`src/rtl/axis_header_insert_param.sv`:
```
// Purpose : prepends a 0..W byte header (W = DATA_BYTE_WD) to each AXI-Stream
//           frame, realigning payload bytes and adding a tail beat when the
//           frame spills over.
// Latency : 1 cycle. An accepted input beat is on data_out the next cycle.
// Backpressure: registered output. ready_in follows ready_out combinationally,
//               so there is no bubble. Output holds stable while stalled.
//
// Ports:
//   clk, rst                 rising-edge clock, async active-high reset
//   valid_in/ready_in        input beat handshake; data_in, keep_in, last_in
//   valid_out/ready_out      output beat handshake; data_out, keep_out, last_out
//   valid_insert/ready_insert header handshake; data_insert, keep_insert,
//                            byte_insert_cnt (expected H mod W, check only)
//   hdr_err                  one-cycle pulse when an accepted header is malformed
module axis_header_insert_param #(
  parameter int DATA_WD      = 32,
  parameter int DATA_BYTE_WD = DATA_WD / 8,
  parameter int BYTE_CNT_WD  = $clog2(DATA_BYTE_WD)
) (
  input  logic                    clk,
  input  logic                    rst,
  input  logic                    valid_in,
  output logic                    ready_in,
  input  logic [DATA_WD-1:0]      data_in,
  input  logic [DATA_BYTE_WD-1:0] keep_in,
  input  logic                    last_in,
  output logic                    valid_out,
  input  logic                    ready_out,
  output logic [DATA_WD-1:0]      data_out,
  output logic [DATA_BYTE_WD-1:0] keep_out,
  output logic                    last_out,
  input  logic                    valid_insert,
  output logic                    ready_insert,
  input  logic [DATA_WD-1:0]      data_insert,
  input  logic [DATA_BYTE_WD-1:0] keep_insert,
  input  logic [BYTE_CNT_WD-1:0]  byte_insert_cnt,
  output logic                    hdr_err
);

  localparam int W  = DATA_BYTE_WD;
  // Byte counts range up to 2*W (residual plus a full beat).
  localparam int CW = $clog2(2 * W + 1);
  localparam logic [CW-1:0] W_C   = CW'(W);
  localparam logic [W-1:0]  ONE_W = W'(1);

  localparam logic [1:0] IDLE   = 2'd0;
  localparam logic [1:0] STREAM = 2'd1;
  localparam logic [1:0] TAIL   = 2'd2;

  function automatic logic [CW-1:0] popcnt(input logic [W-1:0] v);
    logic [CW-1:0] c;
    c = '0;
    for (int i = 0; i < W; i++) c = c + CW'(v[i]);
    return c;
  endfunction

  // Expand a per-byte enable vector into a per-bit mask.
  function automatic logic [DATA_WD-1:0] lanes(input logic [W-1:0] k);
    logic [DATA_WD-1:0] m;
    m = '0;
    for (int i = 0; i < W; i++) m[8*i +: 8] = {8{k[i]}};
    return m;
  endfunction

  // n ones from the MSB end; n >= W gives all ones.
  function automatic logic [W-1:0] msb_ones(input logic [CW-1:0] n);
    return ~({W{1'b1}} >> n);
  endfunction

  // n ones from the LSB end; n >= W gives all ones.
  function automatic logic [W-1:0] lsb_ones(input logic [CW-1:0] n);
    return ~({W{1'b1}} << n);
  endfunction

  logic [1:0]         state;
  logic [CW-1:0]      r_cnt;     // header length R, constant for the frame
  logic [CW-1:0]      tail_cnt;  // bytes left for the tail beat
  logic [DATA_WD-1:0] res;       // residual bytes, LSB-aligned

  logic [CW-1:0]      hdr_cnt;
  logic [CW-1:0]      hdr_mod;
  logic               hdr_contig;
  logic               hdr_bad;
  logic               hs_ins;
  logic               hs_in;
  logic               out_free;
  logic [CW-1:0]      n_in;
  logic [CW-1:0]      sum;
  logic [CW+2:0]      up_sh;
  logic [CW+2:0]      dn_sh;
  logic [DATA_WD-1:0] beat_word;
  logic [DATA_WD-1:0] tail_word;
  logic [W-1:0]       beat_keep;
  logic [W-1:0]       tail_keep;
  logic               beat_last;
  logic               beat_tail;

  // Header checks: contiguity via the x & (x+1) trick, length vs expected.
  assign hdr_cnt    = popcnt(keep_insert);
  assign hdr_contig = ((keep_insert & (keep_insert + ONE_W)) == '0);
  assign hdr_mod    = (hdr_cnt == W_C) ? '0 : hdr_cnt;
  assign hdr_bad    = !hdr_contig || (hdr_mod[BYTE_CNT_WD-1:0] != byte_insert_cnt);

  // Gated by rst so nothing handshakes while reset is held.
  assign ready_insert = (state == IDLE) && !rst;
  assign hs_ins       = valid_insert && ready_insert;
  assign hdr_err      = hs_ins && hdr_bad;

  assign out_free = !valid_out || ready_out;
  assign ready_in = (state == STREAM) && out_free;
  assign hs_in    = valid_in && ready_in;

  // keep_in only matters on the last beat.
  assign n_in = last_in ? popcnt(keep_in) : W_C;
  assign sum  = r_cnt + n_in;

  // Output word = {R residual bytes, top W-R bytes of data_in}. A shift of
  // the full width yields zero, which covers R=0 and R=W without special cases.
  assign up_sh     = {W_C - r_cnt, 3'b000};
  assign dn_sh     = {r_cnt, 3'b000};
  assign beat_word = (res << up_sh) | (data_in >> dn_sh);
  assign tail_word = res << up_sh;
  assign tail_keep = msb_ones(tail_cnt);

  always_comb begin
    beat_keep = '1;
    beat_last = 1'b0;
    beat_tail = 1'b0;
    if (last_in) begin
      if (sum <= W_C) begin
        beat_keep = msb_ones(sum);
        beat_last = 1'b1;
      end else begin
        beat_tail = 1'b1;
      end
    end
  end

  // Output register
  always_ff @(posedge clk or posedge rst) begin
    if (rst) begin
      valid_out <= 1'b0;
      data_out  <= '0;
      keep_out  <= '0;
      last_out  <= 1'b0;
    end else if (hs_in) begin
      valid_out <= 1'b1;
      data_out  <= beat_word & lanes(beat_keep);
      keep_out  <= beat_keep;
      last_out  <= beat_last;
    end else if ((state == TAIL) && out_free) begin
      valid_out <= 1'b1;
      data_out  <= tail_word & lanes(tail_keep);
      keep_out  <= tail_keep;
      last_out  <= 1'b1;
    end else if (ready_out) begin
      valid_out <= 1'b0;
    end
  end

  // Frame FSM. It leaves STREAM/TAIL as soon as the final beat is loaded, so
  // the next header can be taken while that beat is still stalled.
  always_ff @(posedge clk or posedge rst) begin
    if (rst) begin
      state    <= IDLE;
      r_cnt    <= '0;
      tail_cnt <= '0;
      res      <= '0;
    end else begin
      case (state)
        IDLE: begin
          if (hs_ins) begin
            res   <= data_insert & lanes(lsb_ones(hdr_cnt));
            r_cnt <= hdr_cnt;
            state <= STREAM;
          end
        end
        STREAM: begin
          if (hs_in) begin
            res <= data_in & lanes(lsb_ones(r_cnt));
            if (last_in) begin
              if (beat_tail) begin
                tail_cnt <= sum - W_C;
                state    <= TAIL;
              end else begin
                state <= IDLE;
              end
            end
          end
        end
        TAIL: begin
          if (out_free) state <= IDLE;
        end
        default: state <= IDLE;
      endcase
    end
  end

endmodule

```
`config.mk`:
```
export PLATFORM = sky130hd
export DESIGN_NAME = axis_header_insert_param
export DESIGN_NICKNAME = d
export VERILOG_FILES = /design/src/rtl/axis_header_insert_param.sv
export SDC_FILE = /design/constraint.sdc
export NUM_CORES = 1
export LEC_CHECK = 0
export ABC_AREA = 0
export CORE_AREA = 2 2 93 112
export CTS_CLUSTER_SIZE = 30
export DETAILED_ROUTE_END_ITERATION = 7
export DIE_AREA = 0 0 95 114
export PLACE_DENSITY_LB_ADDON = 0.05
export SYNTH_ARGS = -nofsm -noshare
export SYNTH_HDL_FRONTEND = slang
export SYNTH_SLANG_ARGS = --single-unit
```
`constraint.sdc`:
```
create_clock -name clk -period 5 [get_ports clk]
set_input_delay 0.5 -clock clk [delete_from_list [all_inputs] [get_ports clk]]
set_output_delay 0.5 -clock clk [all_outputs]
set_load 0.05 [all_outputs]
```
==> implementation parameters, run 1 <==
Parameter                              Value

GRT
  Aggregate global routing overflow    0
  Number of antenna violations at the first check in global routing    0
  Vias in the first global route    4,581
  Pin count of the biggest net entering global routing    65
  Global router's overall resource usage    30.6%
  First-pass GRT wire length    24,600 microns

Synthesis
  Syn nets    617
  Xor/xnor share of the synthesized area    less than 1%
  Dominant register cell in the synthesized netlist    sky130_fd_sc_hd__dfrtp_1
  Synthesized area divided by synthesized cell count    between 9 and 10 sq um
  Share of synthesized area spent on multiplexers    8.57%
  Post-synthesis async set-or-reset flop share    between 90% and 100%
  Largest family of logic cells by synthesized area    compound AO/OA/AOI/OAI gates
  Synth Area in Adders    5.41%
  Fraction of the mapped netlist area in compound gates    27.3%
  Cell accounting for the most synthesized area    sky130_fd_sc_hd__dfrtp_1
  Sequential-to-total area share from yosys stat    roughly two fifths
  Proportion of netlist area held by the largest area contributor    41.5%
  Number of flip-flops and latches in the synthesized netlist    between 70 and 80
  Mapped Area    4760 sq um
  Cell variety after synth    43
  Gate count of the mapped netlist    slightly above 500
  Fraction of the mapped netlist area in simple logic gates    about an eighth
  Top cells by area in the synthesized netlist    sky130_fd_sc_hd__dfrtp_1 42%, sky130_fd_sc_hd__o21ai_0 6.5%, sky130_fd_sc_hd__nand2_1 6.4%
  Count of yosys warnings during synthesis    0
  Number of enable-type register cells in the synthesized netlist    0

Worst setup path
  CP max FO    8
  Endpoint required time on the critical path    5.23 ns
  WS Path Type    primary input to register
  Critical path arrival    4.37 ns
  Category of the worst setup path capture point    register
  Kind of start point of the critical path    primary input

Routing
  Wire length per cell after detailed routing    20.9 microns
  Routed via count divided by cell count    6.05
  DRC violations left    0
  Detailed-routing iteration count for the pre-antenna-repair pass    8
  Count of routing violations after the opening detailed-route iteration    roughly 460
  Total wirelength of the detailed-routed design    15,900 microns
  Residual antenna-violating net count after detailed routing    0
  Overall via count from detail_route    approximately 4,600

Final layout
  Most used cells in the layout excluding fill and tap cells    120 x sky130_fd_sc_hd__clkdlybuf4s50_1, 81 x sky130_fd_sc_hd__nand2_1, 79 x sky130_fd_sc_hd__dfrtp_1
  Number of filler cells placed in the layout    ~820
  Area grow syn2layout    34.3%
  Layout Nets    727
  Share of cells above drive strength 1    ~8%
  Most common cell after layout, fill and taps aside    sky130_fd_sc_hd__clkdlybuf4s50_1
  Core utilization of the finished layout    64.8%
  Number of diodes added for antenna fixing    0

Clock tree
  CTS buffer count    9
  # hold bufs at CTS    0
  CTS max path bufs    2
  Post-CTS Repair Setup Buffers    0
  Clock root buffer master    sky130_fd_sc_hd__clkbuf_16
  Clock sink count    79
  CTS clk-pin slew, worst paths    0.06 ns
  CTS H-Tree Depth    3
  Clock tree from TritonCTS    done
  Post-CTS sizing    0
  Source-to-sink clock delay at the later pin of the worst-skew pair    0.34 ns

Flow run
  Max-cap violations    0

STA
  Worst path setup slack after routing    ~0.86 ns
  Final Critical Period    4.14 ns
  Relative slew margins    20.7%
  Fin Hold WS    0.478 ns
  Period utilisation layout    roughly 83%
  Max-slew violation count    0
  Slew of the pin with the lowest slew margin    1.19 ns
  Worst setup skew after layout    0.00535 ns
  Setup violation total in the final timing report    0
  Setup repair after global routing missed its margin    no
  Fin. Hold Viols    0
  Total negative slack for setup checks    0 ns
  Highest achievable clock rate    242 MHz

Pwr
  Leakage power figure    2.69 nW
  Maximum vdd ir drop    245 uV
  PwrDens    644 nW/um^2
  Overall power consumption    roughly 0.0041 W

Placed design
  Placement-stage worst setup slack    0.553 ns
  Count of input and output buffers    120
  RePlAce Congestion    0.890
  Placed wire-length estimate after detailed placement    around 12,000 microns

Floorplan
  Die area    10,800 sq um
  Starting density of the core    around half
  Number of top-level design ports    approximately 120
  Width of the die    approximately 95 microns
  Overall die height    114 microns
  Area of the core region    9860 sq um
  Number of cell rows    40

Hold path
  Worst Hold Class    register to register

Outcome
  Run status    finished clean
-- layout make-up --
cell class | count | area [sq um] | area share (%)
clock buffer | 12 | 267 | 4.17
multi-input combinational | 394 | 2620 | 41.0
sequential | 79 | 1980 | 30.9
clock inverter | 4 | 52.6 | 0.822
inverter | 18 | 67.6 | 1.06
tap | 126 | 158 | 2.47
timing repair buffer | 127 | 1250 | 19.6
-- where the power goes --
group	internal [W]	leakage [nW]	switching (W)
sequential	0.000867	1.03	0.000221
combinational	0.000843	1.51	0.00149
clock	0.000428	0.147	0.000271
total	0.00214	2.69	0.00198
-- worst max-delay path, cell delays in order --
cell and delay [ns]:
sky130_fd_sc_hd__clkdlybuf4s50_1 0.46, sky130_fd_sc_hd__inv_1 0.05, sky130_fd_sc_hd__fa_1 0.53, sky130_fd_sc_hd__inv_1 0.05, sky130_fd_sc_hd__ha_1 0.17, sky130_fd_sc_hd__ha_1 0.28, sky130_fd_sc_hd__nand2_1 0.12, sky130_fd_sc_hd__inv_1 0.06
sky130_fd_sc_hd__ha_1 0.27, sky130_fd_sc_hd__a21o_1 0.17, sky130_fd_sc_hd__a21o_1 0.19, sky130_fd_sc_hd__inv_1 0.08, sky130_fd_sc_hd__ha_1 0.26, sky130_fd_sc_hd__maj3_1 0.38, sky130_fd_sc_hd__o41ai_1 0.26, sky130_fd_sc_hd__buf_4 0.21
sky130_fd_sc_hd__o21ai_0 0.12, sky130_fd_sc_hd__a22o_1 0.21
-- cell usage after synthesis, types with 3 or more instances --
library cell,number
sky130_fd_sc_hd__nand2_1,81
sky130_fd_sc_hd__dfrtp_1,79
sky130_fd_sc_hd__o21ai_0,62
sky130_fd_sc_hd__a22oi_1,32
sky130_fd_sc_hd__nor2_1,32
sky130_fd_sc_hd__a21oi_1,26
sky130_fd_sc_hd__a22o_1,23
sky130_fd_sc_hd__clkbuf_1,23
sky130_fd_sc_hd__mux2_2,22
sky130_fd_sc_hd__inv_1,18
sky130_fd_sc_hd__mux2i_1,16
sky130_fd_sc_hd__ha_1,15
sky130_fd_sc_hd__a222oi_1,12
sky130_fd_sc_hd__a21o_1,7
sky130_fd_sc_hd__a32o_1,7
sky130_fd_sc_hd__and2_1,7
sky130_fd_sc_hd__nor2b_1,7
sky130_fd_sc_hd__o21ai_1,7
sky130_fd_sc_hd__nor3_1,6
sky130_fd_sc_hd__nand2b_1,5
sky130_fd_sc_hd__buf_1,4
sky130_fd_sc_hd__nand3_1,4
sky130_fd_sc_hd__fa_1,3
-- stage by stage --
step	instances	cell area [sq um]
after global placement	744	6070
after global routing	760	6390
after detailed placement	744	6070
after CTS	760	6390
after floorplan	519	4760
final	760	6390
-- flip-flops by register name, indices dropped and copies added, names as in the netlist --
register,count
data_out,32
res,32
keep_out,4
tail_cnt,4
r_cnt,3
state,2
last_out,1
valid_out,1
-- worst paths after layout --
kind,slack [ns],endpoint,cells past startpoint,startpoint
setup / recovery,0.86,data_out[13]$_DFFE_PP0P_,18,keep_in[0]
hold / removal,0.48,res[30]$_DFFE_PP0P_,2,res[30]$_DFFE_PP0P_
setup reg to reg,1.62,data_out[18]$_DFFE_PP0P_,9,r_cnt[0]$_DFFE_PP0P_
hold reg to reg,0.48,res[30]$_DFFE_PP0P_,2,res[30]$_DFFE_PP0P_
max in group asynchronous,3.27,data_out[25]$_DFFE_PP0P_,3,rst
min in group asynchronous,0.68,state[0]$_DFFE_PP0P_,2,rst
-- kinds of logic (layout without fill, tap and decap cells) --
logic type | Yosys count | after routing
compound gates | 188 | 188
simple gates | 146 | 146
flops | 79 | 79
buf+inv | 46 | 161
mux | 38 | 38
fa+ha+maj | 19 | 19
xor+xnor | 3 | 3
-- per-layer routing --
metal  track usage, %  vias to the layer above  wire, microns  part of all wire (%)
met5                0                        -              0                     0
met4             14.9                        0            544                   3.4
met3             2.97                       37            875                   5.5
met2             52.2                      215           8120                    51
met1             38.5                     2218           6330                    40
li1                 -                     2127              -                     -
Note: power is estimated with default switching activity, not from simulation.
==> inputs of run 2 (changes only) <==
- clock period: 5 -> 4.31 ns (I/O delays scaled with it)
==> implementation parameters, run 2 (synthesis results as in run 1) <==
Parameter                              Value

Final layout
  Number of filler cells placed in the layout    832 (+0.97%)
  Area grow syn2layout    34.8%
  Number of diodes added for antenna fixing    0 (unchanged)
  Share of cells above drive strength 1    8.62% (+0.42 points)
  Layout Nets    731 (+0.55%)
  Largest regs    data_out (32), res (32)
  Most used cells in the layout excluding fill and tap cells    120 x sky130_fd_sc_hd__clkdlybuf4s50_1, 81 x sky130_fd_sc_hd__nand2_1, 79 x sky130_fd_sc_hd__dfrtp_1
  Cell area after layout    6420 sq um (+0.39%)
  Most common cell after layout, fill and taps aside    sky130_fd_sc_hd__clkdlybuf4s50_1
  Post-route non-filler standard cell count    764 (+0.53%)

Pwr
  Internal power of the cells    0.00251 W (+18%)
  Part of the total power dissipated in the clock network    17.1% (about the same)
  Net switching fraction of the power    47.8% (-0.31 points)
  PwrDens    749 nW/um^2 (+16%)
  Switching power summed over all nets    0.00230 W (+16%)
  Maximum vdd ir drop    389 uV (+59%)
  Share of total power in combinational logic    57.2% (+0.6 points)
  Register share of total power    25.7% (-0.7 points)
  Leakage power figure    2.71 nW (+0.76%)

STA
  Slew of the pin with the lowest slew margin    1.02 ns (-0.166 ns)
  Final Critical Period    4.00 ns
  Period utilisation layout    about 93%
  Relative slew margins    31.9% (+11 points)
  Setup violation total in the final timing report    0 (unchanged)
  Fin. Hold Viols    0 (unchanged)
  Setup repair after global routing missed its margin    no
  Worst setup skew after layout    0.00589 ns (+0.000539 ns)
  Worst path setup slack after routing    0.314 ns (-0.546 ns)
  Fin Hold WS    0.485 ns (+0.00712 ns)
  Max-slew violation count    0 (unchanged)
  Highest achievable clock rate    250 MHz

Worst setup path
  Critical register-to-register path startpoint    r_cnt[1]$_DFFE_PP0P_
  RR Endpoint    data_out[30]$_DFFE_PP0P_
  Reg2Reg Setup Slack    1.08 ns (-0.54 ns)
  WS Path Type    primary input to register
  Critical path arrival    4.20 ns (-0.17 ns)
  CP max FO    8 (unchanged)
  Endpoint required time on the critical path    4.52 ns (-0.71 ns)
  Critical path endpoint    data_out[30]$_DFFE_PP0P_
  Kind of start point of the critical path    primary input
  Depth of the most critical reg-to-reg path    10 (+1)
  CP Launch Point    keep_in[0]
  Category of the worst setup path capture point    register

Routing
  Total wirelength of the detailed-routed design    15,800 microns (-0.58%)
  Routed via count divided by cell count    6.02 (-0.42%)
  Wire length per cell after detailed routing    20.7 microns (-1.1%)
  Overall via count from detail_route    4,602 (+0.11%)
  DRC violations left    0 (unchanged)
  Residual antenna-violating net count after detailed routing    0 (unchanged)
  Detailed-routing iteration count for the pre-antenna-repair pass    7 (-1)
  Count of routing violations after the opening detailed-route iteration    400 (-12%)

Floorplan
  Starting density of the core    48.3% (unchanged)
  Area of the core region    9860 sq um (unchanged)
  Number of top-level design ports    121 (unchanged)
  Number of cell rows    40 (unchanged)
  Die area    10,800 sq um (unchanged)
  Width of the die    95 microns (unchanged)
  Overall die height    114 microns (unchanged)

Clock tree
  CTS clk-pin slew, worst paths    0.06 ns (about the same)
  Post-CTS sizing    0 (unchanged)
  Clock root buffer master    sky130_fd_sc_hd__clkbuf_16
  CTS buffer count    9 (unchanged)
  Source-to-sink clock delay at the later pin of the worst-skew pair    0.34 ns (about the same)
  Clock sink count    79 (unchanged)
  # hold bufs at CTS    0 (unchanged)
  Post-CTS Repair Setup Buffers    0 (unchanged)
  CTS H-Tree Depth    3 (unchanged)
  Clock tree from TritonCTS    done
  CTS max path bufs    2 (unchanged)

GRT
  Global router's overall resource usage    30.4% (-0.17 points)
  First-pass GRT wire length    24,400 microns (-0.73%)
  Number of antenna violations at the first check in global routing    0 (unchanged)
  Aggregate global routing overflow    0 (unchanged)
  Vias in the first global route    4,645 (+1.4%)
  Pin count of the biggest net entering global routing    80 (+23%)

Placed design
  Cell Count Post-Placement    748 (+0.54%)
  Placement-stage worst setup slack    -0.0500 ns (-0.603 ns)
  Placed wire-length estimate after detailed placement    11,700 microns (+0.41%)
  Count of input and output buffers    120 (unchanged)
  RePlAce Congestion    0.886 (-0.48%)
  Placed cell area    6100 sq um (+0.49%)

Hold path
  Worst Hold Class    register to register

Flow run
  Max-cap violations    0 (unchanged)

Outcome
  Run status    finished clean
[run 2: cell count changes in the layout (fill, tap and decap cells not counted), sizes merged]
cell / previous run / this run
clkbuf: 12 / 10
buf: 7 / 11
clkinvlp: 3 / 2
bufinv: 1 / 2
clkinv: 0 / 2
[run 2: layout make-up]
class / instances / area (sq um) / area share [%]
multi-input cells: 394 / 2620 / 40.8
flip-flops and latches: 79 / 1980 / 30.8
repair buffers: 131 / 1280 / 20.0
clock buffers: 10 / 229 / 3.57
well taps: 126 / 158 / 2.46
clock inverters: 6 / 85.1 / 1.33
inverters: 18 / 67.6 / 1.05
[run 2: worst max-delay path: stages]
cell                              delay (ns)
sky130_fd_sc_hd__clkdlybuf4s50_1        0.45
sky130_fd_sc_hd__inv_1                  0.05
sky130_fd_sc_hd__fa_1                   0.53
sky130_fd_sc_hd__inv_1                  0.04
sky130_fd_sc_hd__ha_1                   0.25
sky130_fd_sc_hd__and2_1                 0.12
sky130_fd_sc_hd__ha_1                   0.17
sky130_fd_sc_hd__inv_1                  0.06
sky130_fd_sc_hd__fa_1                   0.37
sky130_fd_sc_hd__xnor2_1                0.13
sky130_fd_sc_hd__buf_4                  0.16
sky130_fd_sc_hd__a2111oi_4              0.35
sky130_fd_sc_hd__buf_4                  0.20
sky130_fd_sc_hd__a211oi_2               0.18
sky130_fd_sc_hd__a222oi_1               0.58
sky130_fd_sc_hd__o21ai_1                0.12
[run 2: worst min path at each step]
stage                        startpoint                       end  cells after the start  slack (ns)
2_1_floorplan       res[24]$_DFFE_PP0P_       res[24]$_DFFE_PP0P_                      2        0.45
3_3_place_gp        res[28]$_DFFE_PP0P_       res[28]$_DFFE_PP0P_                      2        0.46
3_5_place_dp    keep_out[0]$_DFFE_PP0P_   keep_out[0]$_DFFE_PP0P_                      1        0.47
4_1_cts         keep_out[0]$_DFFE_PP0P_   keep_out[0]$_DFFE_PP0P_                      1        0.49
5_1_grt         keep_out[2]$_DFFE_PP0P_   keep_out[2]$_DFFE_PP0P_                      2        0.50
6_report       data_out[27]$_DFFE_PP0P_  data_out[27]$_DFFE_PP0P_                      2        0.49
[run 2: power by group through the flow]
| stage | Combinational [W] | Sequential, W | Clock, W |
|---|---|---|---|
| after floorplan | 0.00155 | 0.00150 | 0 |
| after global placement | 0.00268 | 0.00124 | 0 |
| after detailed placement | 0.00272 | 0.00124 | 0 |
| after CTS | 0.00273 | 0.00123 | 0.000822 |
| after global routing | 0.00298 | 0.00126 | 0.000864 |
| final | 0.00275 | 0.00124 | 0.000820 |
[run 2: layer usage]
layer  wire, microns  part of all wire, %  track usage [%]
met5               0                    0                0
met4             633                  4.0             14.5
met3             945                  6.0             3.83
met2            8000                   51             52.3
met1            6200                   39             37.5
[run 2: through the flow]
stage | setup TNS [ns] | util [%] | power, W
after floorplan | 0 | - | 0.00305
after global placement | 0 | 61.9 | 0.00392
after detailed placement | -0.292 | 61.9 | 0.00396
after CTS | 0 | 65.1 | 0.00478
after global routing | 0 | 65.1 | 0.00511
final | 0 | 65.1 | 0.00481
==> inputs of run 3 (changes only) <==
- DONT_BUFFER_PORTS: unset -> 1
==> implementation parameters, run 3 (synthesis results as in run 1) <==
Parameter                              Value

Outcome
  Run status    finished clean

STA
  Setup violation total in the final timing report    0 (unchanged)
  Relative slew margins    21.0% (-11 points)
  Setup repair after global routing missed its margin    no
  Worst setup skew after layout    0.0108 ns (+0.00487 ns)
  Max-slew violation count    0 (unchanged)
  Fin. Hold Viols    0 (unchanged)
  Highest achievable clock rate    274 MHz (+9.7%)
  Total negative slack for setup checks    0 ns (unchanged)
  Slew of the pin with the lowest slew margin    1.18 ns (+0.161 ns)
  Final Critical Period    3.64 ns (-0.352 ns)
  Period utilisation layout    84.6% (-8.2 points)

Pwr
  Switching power summed over all nets    0.00220 W (-4.0%)
  Part of the total power dissipated in the clock network    20.5% (+3.4 points)
  Maximum vdd ir drop    353 uV (-9.3%)
  Internal power of the cells    0.00237 W (-5.8%)
  Net switching fraction of the power    48.2% (+0.48 points)
  Share of total power in combinational logic    44.7% (-13 points)
  PwrDens    871 nW/um^2 (+16%)
  Register share of total power    34.7% (+9.0 points)
  Overall power consumption    0.00457 W (-4.9%)
  Leakage power figure    2.27 nW (-16%)

GRT
  First-pass GRT wire length    23,300 microns (-4.5%)
  Pin count of the biggest net entering global routing    65 (-19%)
  Aggregate global routing overflow    0 (unchanged)
  Number of antenna violations at the first check in global routing    0 (unchanged)
  Global router's overall resource usage    29.2% (-1.2 points)
  Vias in the first global route    4,152 (-11%)

Clock tree
  Clock root buffer master    sky130_fd_sc_hd__clkbuf_16
  Clock sink count    79 (unchanged)
  CTS buffer count    9 (unchanged)
  Post-CTS Repair Setup Buffers    0 (unchanged)
  CTS H-Tree Depth    3 (unchanged)
  CTS clk-pin slew, worst paths    0.07 ns (about the same)
  # hold bufs at CTS    0 (unchanged)
  Clock tree from TritonCTS    done
  Source-to-sink clock delay at the later pin of the worst-skew pair    0.35 ns (about the same)
  Post-CTS sizing    0 (unchanged)
  CTS max path bufs    2 (unchanged)

Final layout
  Area grow syn2layout    10.2%
  Share of cells above drive strength 1    10.3% (+1.7 points)
  Number of diodes added for antenna fixing    0 (unchanged)
  Largest regs    data_out (32), res (32)
  Number of filler cells placed in the layout    929 (+12%)
  Post-route non-filler standard cell count    641 (-16%)
  Core utilization of the finished layout    53.2% (-12 points)
  Layout Nets    608 (-17%)
  Most common cell after layout, fill and taps aside    sky130_fd_sc_hd__nand2_1
  Most used cells in the layout excluding fill and tap cells    81 x sky130_fd_sc_hd__nand2_1, 79 x sky130_fd_sc_hd__dfrtp_1, 62 x sky130_fd_sc_hd__o21ai_0

Worst setup path
  Critical path arrival    3.88 ns (-0.32 ns)
  Bufs and invs on worst path    5 (-1)
  Category of the worst setup path capture point    register
  Critical register-to-register path startpoint    r_cnt[0]$_DFFE_PP0P_
  Critical Path Max Stage Delay    0.53 ns (-0.05 ns)
  Reg2Reg Setup Slack    1.30 ns (+0.22 ns)
  Cell-by-cell trace of the critical path    inv_1 -> fa_1 -> inv_1 -> ha_1 -> ha_1 -> nand2_1 -> inv_1 -> ha_1 -> a21o_1 -> a21o_1 -> inv_1 -> ha_1 -> maj3_1 -> o41ai_1 -> buf_4 -> o21ai_0 -> a22o_1
  Family of cells with the greatest summed delay on the critical path    adder cells
  CP max FO    8 (unchanged)
  Depth of the most critical reg-to-reg path    9 (-1)
  CP Launch Point    keep_in[0]
  Critical path endpoint    data_out[8]$_DFFE_PP0P_
  Kind of start point of the critical path    primary input
  Logic depth of the worst path, buffers included    17 (+1)
  Endpoint required time on the critical path    4.54 ns (+0.02 ns)
  WS Path Type    primary input to register
  RR Endpoint    data_out[31]$_DFFE_PP0P_
  Slowest stage cell, crit path    sky130_fd_sc_hd__fa_1

Routing
  Overall via count from detail_route    4,091 (-11%)
  Wire length per cell after detailed routing    23.2 microns (+13%)
  Residual antenna-violating net count after detailed routing    0 (unchanged)
  Detailed-routing iteration count for the pre-antenna-repair pass    6 (-1)
  Total wirelength of the detailed-routed design    14,900 microns (-5.6%)
  Routed via count divided by cell count    6.38 (+6.0%)
  Count of routing violations after the opening detailed-route iteration    349 (-13%)
  DRC violations left    0 (unchanged)

Placed design
  Placed wire-length estimate after detailed placement    11,100 microns (-4.9%)
  RePlAce Congestion    0.898 (+1.3%)
  Count of input and output buffers    0 (-100%)
  Cell Count Post-Placement    625 (-16%)

Flow run
  Max-cap violations    0 (unchanged)

Floorplan
  Starting density of the core    48.3% (unchanged)
  Area of the core region    9860 sq um (unchanged)
  Die area    10,800 sq um (unchanged)
  Overall die height    114 microns (unchanged)
  Width of the die    95 microns (unchanged)
  Number of top-level design ports    121 (unchanged)
  Number of cell rows    40 (unchanged)

Hold path
  Worst Hold Class    primary input to asynchronous set/reset pin
## run 3: worst register-to-register path, delay by kind of cell, from the launching register on
| family | cells | cell delay, ns |
|---|---|---|
| buffers and inverters | 3 | 0.99 |
| AOI/OAI and AO/OA | 2 | 0.39 |
| and+or+nand+nor | 2 | 0.61 |
| adders and majority gates | 2 | 0.56 |
| DFF | 1 | 0.39 |
## run 3: worst min path at each step
stage,to,from,cells past startpoint
after floorplan,res[24]$_DFFE_PP0P_,res[24]$_DFFE_PP0P_,2
after global placement,res[29]$_DFFE_PP0P_,res[29]$_DFFE_PP0P_,2
after detailed placement,res[28]$_DFFE_PP0P_,res[28]$_DFFE_PP0P_,2
after CTS,valid_out$_DFFE_PP0P_,rst,1
after global routing,last_out$_DFFE_PP0P_,last_in,2
final,valid_out$_DFFE_PP0P_,rst,1
## run 3: per-stage QoR
stage | hold slack [ns] | area, sq um | setup slack (ns)
after floorplan | 0.446 | 4760 | 0.388
after global placement | 0.466 | 4890 | 0.351
after detailed placement | 0.472 | 4890 | 0.357
after CTS | 0.206 | 5250 | 0.700
after global routing | 0.245 | 5250 | 0.499
final | 0.174 | 5250 | 0.665
## run 3: cell type report
cell class / count / area (sq um) / area share (%)
Clock buffer: 10 / 229 / 4.36
Clock inverter: 6 / 133 / 2.53
Inverter: 18 / 67.6 / 1.29
Multi-Input combinational cell: 394 / 2620 / 50.0
Sequential cell: 79 / 1980 / 37.7
Tap cell: 126 / 158 / 3.00
Timing Repair Buffer: 8 / 60.1 / 1.14
## run 3: power groups by stage
stage	sequential (W)	clock (W)	combinational, W
6_report	0.00159	0.000938	0.00204
5_1_grt	0.00162	0.000979	0.00228
4_1_cts	0.00159	0.000946	0.00204
3_5_place_dp	0.00160	0	0.00203
3_3_place_gp	0.00160	0	0.00200
2_1_floorplan	0.00150	0	0.00155
## run 3: per-layer routing
metal / routed length (microns) / GRT usage [%] / vias to the layer above
met3: 1170 / 6.67 / 40
met1: 5690 / 36.2 / 1992
met2: 7450 / 48.5 / 166
li1: - / - / 1893
met4: 590 / 12.9 / 0
met5: 0 / 0 / -
